File: src/rtl/hazard_ctrl_pkg.sv
// ============================================================================
// Module : hazard_ctrl_pkg
// Brief  : Shared defaults and FSM state encoding for the ID->EX hazard controller.
// Rev    : 1.0
// ============================================================================
`default_nettype none

package hazard_ctrl_pkg;

    localparam int c_NUM_REGS_DEF     = 32;
    localparam int c_FLUSH_CYCLES_DEF = 2;
    localparam int c_CNT_W_DEF        = 16;
    localparam int c_FCNT_W           = 3;

    typedef enum logic [0:0] {
        ST_RUN   = 1'b0,
        ST_FLUSH = 1'b1
    } state_e;

endpackage

`default_nettype wire

File: src/rtl/hazard_ctrl_if.sv
// ============================================================================
// Module : hazard_ctrl_if
// Brief  : ID/WB/EX-side signals and issue-control outputs of the hazard controller.
// Rev    : 1.0
// ============================================================================
`default_nettype none

interface hazard_ctrl_if #(
    parameter int REG_SEL = 5,
    parameter int CNT_W   = 16
);
    logic               id_valid;
    logic [REG_SEL-1:0] id_rs1;
    logic [REG_SEL-1:0] id_rs2;
    logic               id_use_rs1;
    logic               id_use_rs2;
    logic [REG_SEL-1:0] id_rd;
    logic               id_reg_write;
    logic               wb_valid;
    logic [REG_SEL-1:0] wb_rd;
    logic               ex_redirect;
    logic               issue;
    logic               stall_if_id;
    logic               bubble_ex;
    logic               flush_if_id;
    logic [CNT_W-1:0]   stall_cnt;

    modport master (
        output id_valid, id_rs1, id_rs2, id_use_rs1, id_use_rs2, id_rd, id_reg_write,
        output wb_valid, wb_rd, ex_redirect,
        input  issue, stall_if_id, bubble_ex, flush_if_id, stall_cnt
    );

    modport slave (
        input  id_valid, id_rs1, id_rs2, id_use_rs1, id_use_rs2, id_rd, id_reg_write,
        input  wb_valid, wb_rd, ex_redirect,
        output issue, stall_if_id, bubble_ex, flush_if_id, stall_cnt
    );
endinterface

`default_nettype wire

File: src/rtl/hazard_ctrl_scoreboard.sv
// ============================================================================
// Module : hazard_ctrl_scoreboard
// Brief  : Pending-write bit per register; set beats clear, x0 never pending.
// Rev    : 1.0
// ============================================================================
`default_nettype none

module hazard_ctrl_scoreboard
    import hazard_ctrl_pkg::*;
#(
    parameter int NUM_REGS = c_NUM_REGS_DEF,
    parameter int REG_SEL  = $clog2(NUM_REGS)
) (
    input  wire logic               clk,
    input  wire logic               rst,
    input  wire logic               i_set,
    input  wire logic [REG_SEL-1:0] i_set_sel,
    input  wire logic               i_clr,
    input  wire logic [REG_SEL-1:0] i_clr_sel,
    input  wire logic [REG_SEL-1:0] i_rd_sel_a,
    input  wire logic [REG_SEL-1:0] i_rd_sel_b,
    input  wire logic [REG_SEL-1:0] i_rd_sel_c,
    output logic                    o_pend_a,
    output logic                    o_pend_b,
    output logic                    o_pend_c
);

    logic [NUM_REGS-1:0] w_pend;

    for (genvar i = 0; i < NUM_REGS; i++) begin : g_bit
        if (i == 0) begin : g_zero
            assign w_pend[i] = 1'b0;
        end else begin : g_flop
            logic r_bit;
            always_ff @(posedge clk) begin
                if (!rst) begin
                    r_bit <= 1'b0;
                end else if (i_set && (i_set_sel == REG_SEL'(i))) begin
                    r_bit <= 1'b1;
                end else if (i_clr && (i_clr_sel == REG_SEL'(i))) begin
                    r_bit <= 1'b0;
                end
            end
            assign w_pend[i] = r_bit;
        end
    end

    assign o_pend_a = w_pend[i_rd_sel_a];
    assign o_pend_b = w_pend[i_rd_sel_b];
    assign o_pend_c = w_pend[i_rd_sel_c];

endmodule

`default_nettype wire

File: src/rtl/hazard_ctrl.sv
// ============================================================================
// Module : hazard_ctrl
// Brief  : ID->EX issue/stall/flush sequencer with register scoreboard and stall counter.
// Rev    : 1.0
// ============================================================================
`default_nettype none

module hazard_ctrl
    import hazard_ctrl_pkg::*;
#(
    parameter int NUM_REGS     = c_NUM_REGS_DEF,
    parameter int REG_SEL      = $clog2(NUM_REGS),
    parameter int FLUSH_CYCLES = c_FLUSH_CYCLES_DEF,
    parameter int CNT_W        = c_CNT_W_DEF
) (
    input wire logic     clk,
    input wire logic     rst,
    hazard_ctrl_if.slave bus
);

    // The redirect cycle itself is the first flush cycle; the counter holds the rest.
    localparam logic [c_FCNT_W-1:0] c_RELOAD = c_FCNT_W'(FLUSH_CYCLES - 1);

    state_e              r_state;
    logic [c_FCNT_W-1:0] r_fcnt;
    logic [CNT_W-1:0]    r_stall_cnt;

    logic w_pend_rs1;
    logic w_pend_rs2;
    logic w_pend_rd;
    logic w_hz;
    logic w_issue;
    logic w_stall;
    logic w_bubble;
    logic w_flush;
    logic w_set;

    hazard_ctrl_scoreboard #(
        .NUM_REGS (NUM_REGS),
        .REG_SEL  (REG_SEL)
    ) u_scoreboard (
        .clk        (clk),
        .rst        (rst),
        .i_set      (w_set),
        .i_set_sel  (bus.id_rd),
        .i_clr      (bus.wb_valid),
        .i_clr_sel  (bus.wb_rd),
        .i_rd_sel_a (bus.id_rs1),
        .i_rd_sel_b (bus.id_rs2),
        .i_rd_sel_c (bus.id_rd),
        .o_pend_a   (w_pend_rs1),
        .o_pend_b   (w_pend_rs2),
        .o_pend_c   (w_pend_rd)
    );

    assign w_hz  = (bus.id_use_rs1 & w_pend_rs1) |
                   (bus.id_use_rs2 & w_pend_rs2) |
                   (bus.id_reg_write & w_pend_rd);
    assign w_set = w_issue & bus.id_reg_write & (bus.id_rd != '0);

    always_comb begin
        w_issue  = 1'b0;
        w_stall  = 1'b0;
        w_bubble = 1'b1;
        w_flush  = 1'b1;
        if (rst && (r_state == ST_RUN)) begin
            w_issue  = bus.id_valid & ~w_hz & ~bus.ex_redirect;
            w_stall  = bus.id_valid & w_hz & ~bus.ex_redirect;
            w_bubble = ~w_issue;
            w_flush  = bus.ex_redirect;
        end
    end

    always_ff @(posedge clk) begin
        if (!rst) begin
            r_state     <= ST_RUN;
            r_fcnt      <= '0;
            r_stall_cnt <= '0;
        end else begin
            if (w_stall && (r_stall_cnt != {CNT_W{1'b1}})) begin
                r_stall_cnt <= r_stall_cnt + 1'b1;
            end
            if (bus.ex_redirect) begin
                r_fcnt  <= c_RELOAD;
                r_state <= (c_RELOAD == '0) ? ST_RUN : ST_FLUSH;
            end else if (r_state == ST_FLUSH) begin
                if (r_fcnt <= c_FCNT_W'(1)) begin
                    r_fcnt  <= '0;
                    r_state <= ST_RUN;
                end else begin
                    r_fcnt <= r_fcnt - 1'b1;
                end
            end
        end
    end

    assign bus.issue       = w_issue;
    assign bus.stall_if_id = w_stall;
    assign bus.bubble_ex   = w_bubble;
    assign bus.flush_if_id = w_flush;
    assign bus.stall_cnt   = r_stall_cnt;

endmodule

`default_nettype wire

File: src/flat_wrapper.sv
// flat-port wrapper written by rule: the top's interface ports become plain ports
module hazard_ctrl_flat import hazard_ctrl_pkg::*;
#(
    parameter int NUM_REGS     = c_NUM_REGS_DEF,
    parameter int REG_SEL      = $clog2(NUM_REGS),
    parameter int FLUSH_CYCLES = c_FLUSH_CYCLES_DEF,
    parameter int CNT_W        = c_CNT_W_DEF
)
  (clk, rst, bus_id_valid, bus_id_rs1, bus_id_rs2, bus_id_use_rs1, bus_id_use_rs2, bus_id_rd, bus_id_reg_write, bus_wb_valid, bus_wb_rd, bus_ex_redirect, bus_issue, bus_stall_if_id, bus_bubble_ex, bus_flush_if_id, bus_stall_cnt);
  hazard_ctrl_if #(.REG_SEL(REG_SEL), .CNT_W(CNT_W)) bus_i ();
  input wire logic clk;
  input wire logic rst;
  input wire logic [$bits(bus_i.id_valid)-1:0] bus_id_valid;
  input wire logic [$bits(bus_i.id_rs1)-1:0] bus_id_rs1;
  input wire logic [$bits(bus_i.id_rs2)-1:0] bus_id_rs2;
  input wire logic [$bits(bus_i.id_use_rs1)-1:0] bus_id_use_rs1;
  input wire logic [$bits(bus_i.id_use_rs2)-1:0] bus_id_use_rs2;
  input wire logic [$bits(bus_i.id_rd)-1:0] bus_id_rd;
  input wire logic [$bits(bus_i.id_reg_write)-1:0] bus_id_reg_write;
  input wire logic [$bits(bus_i.wb_valid)-1:0] bus_wb_valid;
  input wire logic [$bits(bus_i.wb_rd)-1:0] bus_wb_rd;
  input wire logic [$bits(bus_i.ex_redirect)-1:0] bus_ex_redirect;
  output wire logic [$bits(bus_i.issue)-1:0] bus_issue;
  output wire logic [$bits(bus_i.stall_if_id)-1:0] bus_stall_if_id;
  output wire logic [$bits(bus_i.bubble_ex)-1:0] bus_bubble_ex;
  output wire logic [$bits(bus_i.flush_if_id)-1:0] bus_flush_if_id;
  output wire logic [$bits(bus_i.stall_cnt)-1:0] bus_stall_cnt;
  assign bus_i.id_valid = bus_id_valid;
  assign bus_i.id_rs1 = bus_id_rs1;
  assign bus_i.id_rs2 = bus_id_rs2;
  assign bus_i.id_use_rs1 = bus_id_use_rs1;
  assign bus_i.id_use_rs2 = bus_id_use_rs2;
  assign bus_i.id_rd = bus_id_rd;
  assign bus_i.id_reg_write = bus_id_reg_write;
  assign bus_i.wb_valid = bus_wb_valid;
  assign bus_i.wb_rd = bus_wb_rd;
  assign bus_i.ex_redirect = bus_ex_redirect;
  assign bus_issue = bus_i.issue;
  assign bus_stall_if_id = bus_i.stall_if_id;
  assign bus_bubble_ex = bus_i.bubble_ex;
  assign bus_flush_if_id = bus_i.flush_if_id;
  assign bus_stall_cnt = bus_i.stall_cnt;
  hazard_ctrl #(.NUM_REGS(NUM_REGS), .REG_SEL(REG_SEL), .FLUSH_CYCLES(FLUSH_CYCLES), .CNT_W(CNT_W)) u_core (.clk(clk), .rst(rst), .bus(bus_i));
endmodule
File: config.mk
export PLATFORM = sky130hd
export DESIGN_NAME = hazard_ctrl_flat
export DESIGN_NICKNAME = d
export VERILOG_FILES = /design/src/rtl/hazard_ctrl_pkg.sv /design/src/rtl/hazard_ctrl_if.sv /design/src/rtl/hazard_ctrl_scoreboard.sv /design/src/rtl/hazard_ctrl.sv /design/src/flat_wrapper.sv
export SDC_FILE = /design/constraint.sdc
export NUM_CORES = 1
export LEC_CHECK = 0
export BUFFER_PORTS_ARGS = -buffer_cell sky130_fd_sc_hd__buf_2
export CORE_MARGIN = 2
export CORE_UTILIZATION = 55
export CTS_CLUSTER_SIZE = 10
export DETAILED_ROUTE_END_ITERATION = 6
export PLACE_DENSITY = 0.77
export SYNTH_ARGS = -nofsm -noshare
export SYNTH_HDL_FRONTEND = slang
export SYNTH_HIERARCHICAL = 1
export SYNTH_SLANG_ARGS = --single-unit
export TNS_END_PERCENT = 100
File: constraint.sdc
create_clock -name clk -period 3.4 [get_ports clk]
set_clock_uncertainty 0.1 [all_clocks]
set_input_delay 0.51 -clock clk [delete_from_list [all_inputs] [get_ports clk]]
set_output_delay 0.51 -clock clk [all_outputs]
set_load 0.03 [all_outputs]
==> summary.md, run 1 <==
| Metric | Value |
|---|---|
| Clk buf depth | 2 |
| CP Launch Type | input pin |
| Switching share of total power | 0.269 |
| Avg WL per Cell | 17.4 um |
| Post-synth EDFFs | 0 |
| Logic pwr share | 0.138 |
| Hold Path Class | in -> reg |
| Drt total wl | 8.92 mm |
| Synthesized Nets | 426 |
| I/O Buffers | 47 |
| F_max | 0.309 GHz |
| Routability Congestion | 0.887 |
| Setup CP Type | in -> out |
| Synth unique cells | 48 |
| Initial Util | 0.567 |
| Initial antenna violation count | 0 |
| Layout area overhead | 10.5% |
| Post-route minimum period | 3.24 ns |
| Final-stage net count | 467 |
| Vias in the first global route | 2,939 |
| RSZ-0062 raised after global routing | no |
| P_sw | 0.000305 W |
| Cell with the most instances after synthesis | dfxtp_1 |
| Clk root buf | clkbuf_8 |
| Ys flop type | dfxtp_1 |
| Sequential fraction of the synthesis area | 0.306 |
| Setup violators final | 0 |
| Row count | 28 |
| Core footprint | 5890 um^2 |
| Critical path cell sequence | buf_2 > mux4_1 > o2111ai_1 > nand4_1 > a222oi_1 > nand3_1 > buf_4 > inv_1 > buf_2 |
| Outcome | completed |
| Leak | 1.37 nW |
| Gate Count Post-Synth | 395 |
| XOR/XNOR share of the synthesized area | 0 |
| Fillers | 510 |
| Most used cell, CP | buf_2 |
| Ports | 48 |
| Synth Area in Adders | 0.0112 |
| Synth Area in Simple Gates | 0.238 |
| Synth top area share | 0.306 |
| Async set or reset register ratio after synthesis | 0 |
| Proportion of synthesized area in mux cells | 0.163 |
| CP arrival | 2.63 ns |
| GRT Overall Usage | 0.276 |
| GR Overflow Total | 0 |
| Max-Cap Viols | 0 |
| Die Area | 6710 um^2 |
| Clk_lat worst skew | 0.31 ns |
| YS warnings | 6 |
| Ant diodes | 0 |
| Multi-input logic area | 2140 um^2 |
| Ranking of synthesized cells by area | dfxtp_1, mux2i_1, a21boi_0, o21ai_0, nand2_1 |
| Crit path buf inv count | 4 |
| DP Wirelength | 6.57 mm |
| Clk network pwr share | 0.329 |
| Total Power | 0.00113 W |
| WHS | 0.359 ns |
| Postcts setup bufs | 0 |
| Final hold violations | 0 |
| Global-route wire length before repair | 14.2 mm |
| Via count | 3,254 |
| Part of the cycle the worst path needs | 0.952 |
| Share of layout cells above drive strength 1 | 0.169 |
| Largest area contributor in the netlist | dfxtp_1 |
| Drt drc | 0 |
| Required @ worst endpoint | 2.79 ns |
| Worst VDD drop | 0.171 mV |
| DR iter-0 viols | 283 |
| Seq cells post-synth | 51 |
| Endpoint class of the critical path | primary output |
| CTS Hold Bufs | 0 |
| Clock sinks | 51 |
| PwrDens | 307 nW/um^2 |
| Synthesized area | 3340 um^2 |
| CTS tree | done |
| Slowest CP cell | mux4_1 |
| Post-DR vias/cell | 6.36 |
| Die width | 81.9 um |
| Pint | 0.000826 W |
| Largest stage delay, worst path | 0.57 ns |
| Max-slew violations | 0 |
| CP top delay family | compound AO/OA/AOI/OAI gates |
| Final setup TNS | 0 ns |
| Sequential Area | 1020 um^2 |
| Avg Cell Area, Syn | 8.45 um^2 |
| Complex-gate fraction of the synthesized area | 0.228 |
| Post-cts repair resize count | 0 |
| Slew HR | 0.567 |
| First-pass DRT Iterations | 5 |
| Commonest cells post-synth | dfxtp_1, nand2_1, o21ai_0 |
| Clock slew at reported path FFs | 0.10 ns |
| Pin count of the biggest net entering global routing | 42 |
| Final ANT Viol Nets | 0 |
| Htree depth | 2 |
| CTS buffer count | 5 |
| CP max FO | 7 |
| Main combinational cell family by area after synthesis | simple AND/OR/NAND/NOR gates |
| Part of the power in registers | 0.533 |
| Slew @ Worst Pin | 0.649 ns |
| Die Ht | 81.9 um |
[state kept, by name (all words and copies together) (netlist names)]
register and count:
u_core/u_scoreboard/g_bit.g_flop.r_bit 31, u_core/r_state 1, u_core/r_fcnt 3, u_core/bus.stall_cnt 16
[cell families (layout without fill, tap and decap cells)]
group / after synthesis / after routing
multiplexers: 42 / 42
buffers and inverters: 31 / 73
adder cells (fa/ha/maj): 3 / 3
AND/OR/NAND/NOR: 151 / 151
AO/OA/AOI/OAI: 117 / 117
flip-flops: 51 / 51
[layout make-up]
cell class	instances	area share
Tap cell	75	0.0255
Sequential cell	51	0.277
Timing Repair Buffer	55	0.0801
Multi-Input combinational cell	313	0.580
Clock inverter	2	0.00441
Inverter	10	0.0102
Clock buffer	6	0.0224
[power groups by stage]
stage               combinational, W  clock (W)  sequential [W]
floorplan                   0.000103          0        0.000617
global placement            0.000151          0        0.000617
detailed placement          0.000154          0        0.000617
CTS                         0.000154   0.000379        0.000603
global route                0.000170   0.000403        0.000603
finish                      0.000156   0.000372        0.000603
[per-layer routing]
layer | up-vias | track usage | part of all wire
met3 | 16 | 0.0495 | 0.069
li1 | 1566 | - | -
met4 | 0 | 0.105 | 0.019
met5 | - | 0 | 0
met1 | 1550 | 0.374 | 0.45
met2 | 122 | 0.436 | 0.46
[worst register-to-register path, cell delays in order (launching register included)]
cell       delay [ns]
dfxtp_1          0.36
mux4_1           0.52
o2111ai_1        0.26
nand4_1          0.12
a222oi_1         0.43
nand3_1          0.16
nor2_1           0.26
nand2b_1         0.15
nor3b_1          0.27
buf_4            0.17
nand2_1          0.06
a21boi_0         0.17
[cell usage in the layout (no fill, tap or decap), types with 4 or more instances in the layout]
cell type and instances:
nand2_1 43, a21oi_1 19, mux4_2 6, o21ai_0 36, nand2b_1 10, a21boi_0 29
buf_2 47, nor2b_1 12, o31ai_1 4, o211ai_1 4, clkbuf_8 6, inv_1 9
nand4_1 7, o41ai_1 4, nor2_1 15, nand3_1 31, o311ai_0 4, and3_1 4
a22oi_1 6, or4_1 6, dfxtp_1 51, mux2i_1 32, nor3b_1 4, buf_4 8
nor3_1 4
[worst paths after layout]
path                                                                start                                                     end  slack (ns)  depth (start not counted)
hold reg to reg                     u_core/bus.stall_cnt[15]$_SDFFE_PN0P_                   u_core/bus.stall_cnt[15]$_SDFFE_PN0P_        0.40                          1
hold / removal                                            bus_ex_redirect                               u_core/r_state$_SDFF_PN0_        0.36                          3
setup / recovery                                            bus_id_rs2[0]                                               bus_issue        0.16                          9
setup reg to reg  u_core/u_scoreboard/g_bit[17].g_flop.r_bit$_SDFFE_PN0P_  u_core/u_scoreboard/g_bit[1].g_flop.r_bit$_SDFFE_PN0P_        0.30                         11
[per-stage QoR]
step / instance area (um^2) / cells / util / setup slack (ns)
global route: 3690 / 512 / 0.626 / 0.0402
CTS: 3690 / 512 / 0.626 / 0.226
floorplan: 3340 / 395 / - / 0.0974
finish: 3690 / 512 / 0.626 / 0.163
detailed placement: 3590 / 504 / 0.609 / 0.0249
global placement: 3590 / 504 / 0.609 / 0.126
(Power assumes the default switching activity.)
==> inputs of run 2 (changes only) <==
Settings changed: ABC_AREA set to 1, PLACE_DENSITY 0.77 to 0.76.
==> summary.md, run 2 <==
| Metric | Value |
|---|---|
| Core footprint | 6420 um^2 (+9.1%) |
| Final-stage net count | 688 (+47%) |
| Setup CP Type | in -> out |
| Seq cells post-synth | 51 (unchanged) |
| Placed cell areas | 3860 um^2 (+7.6%) |
| Hold Path Class | reg -> reg |
| CTS buffer count | 5 (unchanged) |
| Fin area | 3970 um^2 (+7.6%) |
| Outcome | completed |
| Multi-input logic area | 2270 um^2 (+6.0%) |
| Routability Congestion | 0.977 (+10%) |
| Part of the cycle the worst path needs | 0.848 (-0.104) |
| CTS Hold Bufs | 0 (unchanged) |
| PwrDens | 298 nW/um^2 (-2.8%) |
| Post-route minimum period | 2.88 ns (-0.353 ns) |
| Synth top area share | 0.275 (-0.0307) |
| Cell with the most instances after synthesis | nand2_1 |
| GRT busiest layer | met1 |
| Post-synth EDFFs | 0 (unchanged) |
| Final hold violations | 0 (unchanged) |
| Largest reg by FF count | u_core/u_scoreboard/g_bit.g_flop.r_bit |
| Clock sinks | 51 (unchanged) |
| Final ANT Viol Nets | 0 (unchanged) |
| Die Ht | 86.1 um (+5.2%) |
| Commonest cells after routing, fill and taps aside | nand2_1, nand3_1, inv_1, nor2_1, dfxtp_1 |
| Endpoint class of the critical path | primary output |
| Gate Count Post-Synth | 625 (+58%) |
| Drt total wl | 10.9 mm (+22%) |
| M1 GR Usage | 0.449 (+0.0754) |
| CP arrival | 2.27 ns (-0.36 ns) |
| Required @ worst endpoint | 2.79 ns (about the same) |
| Postcts setup bufs | 0 (unchanged) |
| Avg WL per Cell | 14.8 um (-15%) |
| GR Overflow Total | 0 (unchanged) |
| Total Power | 0.00118 W (+4.5%) |
| Final setup TNS | 0 ns (unchanged) |
| Synthesized area | 3710 um^2 (+11%) |
| CP max FO | 21 (+14) |
| Ys flop type | dfxtp_1 |
| Row count | 29 (+3.6%) |
| I/O Buffers | 47 (unchanged) |
| Max-Cap Viols | 0 (unchanged) |
| Ranking of synthesized cells by area | dfxtp_1, nand2_1, nand3_1, inv_1, nor2_1 |
| Initial antenna violation count | 0 (unchanged) |
| Worst VDD drop | 0.241 mV (+41%) |
| Commonest non-fill, non-tap cell in the layout | nand2_1 |
| CTS tree | done |
| Clock slew at reported path FFs | 0.10 ns (about the same) |
| Grt met3 use | 0.0481 (-0.00133) |
| Clk buf depth | 2 (unchanged) |
| Synth unique cells | 30 (-38%) |
| Max-slew violations | 0 (unchanged) |
| Die width | 86.1 um (+5.2%) |
| Drt drc | 0 (unchanged) |
| Fillers | 638 (+25%) |
| GRT Overall Usage | 0.304 (+0.0282) |
| Hold depth | 2 (-1) |
| Post-DR vias/cell | 5.68 (-11%) |
| Synthesized Nets | 656 (+54%) |
| Slew @ Worst Pin | 0.950 ns (+0.301 ns) |
| Leak | 1.69 nW (+24%) |
| Largest register FFs | 31 (unchanged) |
| Sequential fraction of the synthesis area | 0.275 (-0.0307) |
| Initial Util | 0.577 (+0.0105) |
| R2R depth | 17 (+6) |
| Pin count of the biggest net entering global routing | 32 (-24%) |
| Commonest cells post-synth | nand2_1, nand3_1, inv_1 |
| F_max | 0.347 GHz (+12%) |
| Via count | 4,177 (+28%) |
| Die Area | 7420 um^2 (+11%) |
| Final setup margin | 0.516 ns (+0.353 ns) |
| RSZ-0062 raised after global routing | no |
| Layout area overhead | 6.92% |
| Vias in the first global route | 3,710 (+26%) |
| GRT met2 Usage | 0.442 (+0.00609) |
| Largest area contributor in the netlist | dfxtp_1 |
| Htree depth | 2 (unchanged) |
| Async set or reset register ratio after synthesis | 0 (unchanged) |
| DR iter-0 viols | 504 (+78%) |
| YS warnings | 6 (unchanged) |
| Clk root buf | clkbuf_8 |
| Share of layout cells above drive strength 1 | 0.141 (-0.0280) |
| WHS | 0.377 ns (+0.0184 ns) |
| Setup violators final | 0 (unchanged) |
| CP Launch Type | input pin |
| DP Wirelength | 7.86 mm (+20%) |
| Global-route wire length before repair | 17.9 mm (+26%) |
| Avg Cell Area, Syn | 5.93 um^2 (-30%) |
| Slew HR | 0.366 (-0.201) |
| Ports | 48 (unchanged) |
| Sequential Area | 1020 um^2 (unchanged) |
| First-pass DRT Iterations | 5 (unchanged) |
| Post-cts repair resize count | 0 (unchanged) |
| Clk_lat worst skew | 0.31 ns (about the same) |
| Worst slack, placed | 0.341 ns (+0.317 ns) |
| Ant diodes | 0 (unchanged) |
## run 2: kinds of logic (layout without fill, tap and decap cells)
group                    count (synthesis)  after routing  synth area share
flip-flops                              51             51             0.275
buffers and inverters                   81            114             0.113
XOR/XNOR                                 5              5            0.0118
AO/OA/AOI/OAI                           81             81             0.120
AND/OR/NAND/NOR                        404            404             0.470
adder cells (fa/ha/maj)                  3              3            0.0101
## run 2: layout make-up
type,count,area share
clock buffer,7,0.0243
clock inverter,1,0.00189
inverter,58,0.0587
multi-input combinational,493,0.572
sequential,51,0.257
tap,77,0.0243
timing repair buffer,48,0.0612
## run 2: per-layer routing
metal	vias to the layer above	part of all wire
li1	2060	-
met1	1854	0.44
met2	224	0.42
met3	39	0.11
met4	0	0.037
met5	-	0
## run 2: critical path: stages
cell and delay, ns:
buf_2 0.36, inv_6 0.12, nand2_1 0.08, nand3_1 0.06
nand3_1 0.11, nand2_1 0.06, nand2_1 0.05, nand2_1 0.04
nand2_1 0.05, nand2_1 0.04, nand2_1 0.10, inv_1 0.05
nor2_1 0.21, nand2_1 0.13, inv_1 0.08, buf_2 0.19
## run 2: path summary, 6_finish.rpt
kind,start,endpoint,slack [ns]
setup / recovery,bus_id_rd[0],bus_issue,0.52
hold / removal,u_core/r_fcnt[2]$_SDFFE_PP0P_,u_core/r_fcnt[2]$_SDFFE_PP0P_,0.38
setup reg to reg,u_core/u_scoreboard/g_bit[3].g_flop.r_bit$_SDFFE_PN0P_,u_core/u_scoreboard/g_bit[27].g_flop.r_bit$_SDFFE_PN0P_,0.78
hold reg to reg,u_core/r_fcnt[2]$_SDFFE_PP0P_,u_core/r_fcnt[2]$_SDFFE_PP0P_,0.38
## run 2: where the power goes
part / total (W) / switching [W] / internal [W]
combinational: 0.000180 / 0.000128 / 0.0000522
clock: 0.000398 / 0.000213 / 0.000186
sequential: 0.000603 / 0.00000339 / 0.000600
## run 2: metrics by stage
stage | cells | util
2_1_floorplan | 625 | -
3_3_place_gp | 727 | 0.601
3_5_place_dp | 727 | 0.601
4_1_cts | 735 | 0.617
5_1_grt | 735 | 0.617
6_report | 735 | 0.617
==> inputs of run 3 (changes only) <==
Settings changed: ABC_AREA 1 to 0, CORE_UTILIZATION 55 to 52.
Clock period 3.4 ns to 2.4 ns, I/O delays scaled along.
==> summary.md, run 3 (synthesis results as in run 1) <==
| Metric | Value |
|---|---|
| Outcome | finished with violations |
| Failing checks | negative setup slack |
| Most used cell, CP | buf_6 |
| Setup CP Type | reg -> out |
| Slew HR | 0.279 (-0.0868) |
| Vias in the first global route | 3,198 (-14%) |
| Initial Util | 0.532 (-0.0458) |
| Layout area overhead | 29.7% |
| CTS buffer count | 5 (unchanged) |
| RSZ-0062 raised after global routing | yes |
| Slew @ Worst Pin | 1.08 ns (+0.131 ns) |
| Routability Congestion | 0.958 (-1.9%) |
| Required @ worst endpoint | 1.94 ns (-0.85 ns) |
| PwrDens | 405 nW/um^2 (+36%) |
| Final-stage net count | 497 (-28%) |
| Critical path cell sequence | mux4_2 > nand2b_4 > o211ai_1 > nand4_1 > a222oi_1 > buf_4 > nand3_4 > buf_6 > inv_2 > buf_6 |
| Clk_lat worst skew | 0.31 ns (about the same) |
| GR Overflow Total | 0 (unchanged) |
| Largest reg by FF count | u_core/u_scoreboard/g_bit.g_flop.r_bit |
| First-pass DRT Iterations | 5 (unchanged) |
| Placed cell areas | 3820 um^2 (-1.1%) |
| Row count | 29 (unchanged) |
| Worst VDD drop | 0.265 mV (+10%) |
| Post-route minimum period | 2.87 ns |
| Die Ht | 84.1 um (-2.3%) |
| Htree depth | 2 (unchanged) |
| Clock sinks | 51 (unchanged) |
| F_max | 0.348 GHz |
| Avg WL per Cell | 18.7 um (+26%) |
| Max-slew violations | 0 (unchanged) |
| Final setup margin | -0.470 ns (-0.986 ns) |
| Commonest non-fill, non-tap cell in the layout | buf_2 |
| CP top delay family | multiplexers |
| Clock slew at reported path FFs | 0.10 ns (about the same) |
| Crit path buf inv count | 4 (-1) |
| Global-route wire length before repair | 15.8 mm (-12%) |
| Fin area | 4330 um^2 (+9.2%) |
| DR iter-0 viols | 299 (-41%) |
| Setup violators final | 49 (+49) |
| Non-filler cells, final | 544 (-26%) |
| CP Launch Type | flop |
| Part of the cycle the worst path needs | 1.20 |
| Ant diodes | 0 (unchanged) |
| Setup slack, reg-to-reg | -0.46 ns (-1.24 ns) |
| Hold Path Class | in -> reg |
| Endpoint class of the critical path | primary output |
| Post-DR vias/cell | 6.49 (+14%) |
| Inst Count DP | 528 (-27%) |
| Largest register FFs | 31 (unchanged) |
| Slowest CP cell | mux4_2 |
| Final hold violations | 0 (unchanged) |
| Ports | 48 (unchanged) |
| Drt drc | 0 (unchanged) |
| CP arrival | 2.41 ns (+0.14 ns) |
| DP Wirelength | 7.02 mm (-11%) |
| CTS tree | done |
| Commonest cells after routing, fill and taps aside | buf_2, nand2_1, o21ai_0, mux2i_1, buf_4 |
| CP max FO | 4 (-81%) |
| Die width | 84.1 um (-2.3%) |
| Pin count of the biggest net entering global routing | 33 (+3.1%) |
| Final setup TNS | -14.74 ns (-14.74 ns) |
| Drt total wl | 10.2 mm (-6.7%) |
| Total Power | 0.00175 W (+48%) |
| Via count | 3,529 (-16%) |
| Clk root buf | clkbuf_8 |
| I/O Buffers | 47 (unchanged) |
| Core footprint | 6280 um^2 (-2.3%) |
| CTS Hold Bufs | 0 (unchanged) |
| Max-Cap Viols | 0 (unchanged) |
| Leak | 1.61 nW (-4.5%) |
| Die Area | 7070 um^2 (-4.6%) |
| Largest stage delay, worst path | 0.48 ns (+0.12 ns) |
| GRT Overall Usage | 0.275 (-0.0290) |
| Clk buf depth | 2 (unchanged) |
| Share of layout cells above drive strength 1 | 0.385 (+0.244) |
| Initial antenna violation count | 0 (unchanged) |
| Final ANT Viol Nets | 0 (unchanged) |
run 3: cell types whose count changed in the layout (fill, tap and decap cells not counted), moves of 9 or more:
cell	delta
nand2_1	-191
nand3_1	-61
inv_1	-45
nor2_1	-39
mux2i_1	+32
buf_4	+29
a21boi_1	+25
dfxtp_1	-24
a21oi_1	-22
dfxtp_2	+22
nor2b_1	+12
nand2_2	-9
run 3: routing by layer:
metal  vias up  GRT usage  share of wire
met5         -          0              0
met4         0      0.113          0.026
met1      1714      0.368           0.44
met2       164      0.450           0.48
met3        32     0.0336          0.063
li1       1619          -              -
run 3: worst min-delay path, stage by stage:
cell and delay (ns):
buf_2 0.11, inv_1 0.06, a21oi_1 0.05
run 3: layout make-up:
| type | instances | area [um^2] |
|---|---|---|
| Clock buffer | 5 | 68.8 |
| Clock inverter | 3 | 43.8 |
| Fill cell | 479 | 1950 |
| Inverter | 10 | 42.5 |
| Multi-Input combinational cell | 314 | 2450 |
| Sequential cell | 51 | 1060 |
| Tap cell | 77 | 96.3 |
| Timing Repair Buffer | 84 | 571 |
run 3: final timing paths:
kind                                                                from  depth (start not counted)                                                       to
hold reg to reg                    u_core/bus.stall_cnt[14]$_SDFFE_PN0P_                          1                    u_core/bus.stall_cnt[14]$_SDFFE_PN0P_
hold / removal                                           bus_ex_redirect                          3                                u_core/r_state$_SDFF_PN0_
setup reg to reg  u_core/u_scoreboard/g_bit[7].g_flop.r_bit$_SDFFE_PN0P_                         13  u_core/u_scoreboard/g_bit[13].g_flop.r_bit$_SDFFE_PN0P_
setup / recovery  u_core/u_scoreboard/g_bit[7].g_flop.r_bit$_SDFFE_PN0P_                         10                                                bus_issue
run 3: repair_timing:
action	CTS	global route
setup endpoints to repair	50	50
gates resized for setup	52	57
hold endpoints to repair	0	0
buffers inserted	4	5
pin swaps	17	23
gates cloned	0	1
run 3: power by group:
group          leakage, nW  total, W  internal [W]  switching [W]
clock               0.0581  0.000617      0.000311       0.000306
combinational         1.13  0.000284      0.000123       0.000161
sequential           0.424  0.000852      0.000847     0.00000442
run 3: per-stage QoR:
stage / utilization / hold WS (ns) / setup WS, ns
floorplan: - / 0.364 / -0.506
global placement: 0.609 / 0.374 / -0.544
detailed placement: 0.609 / 0.381 / -0.589
CTS: 0.652 / 0.204 / -0.402
global route: 0.689 / 0.207 / -0.575
finish: 0.689 / 0.202 / -0.470
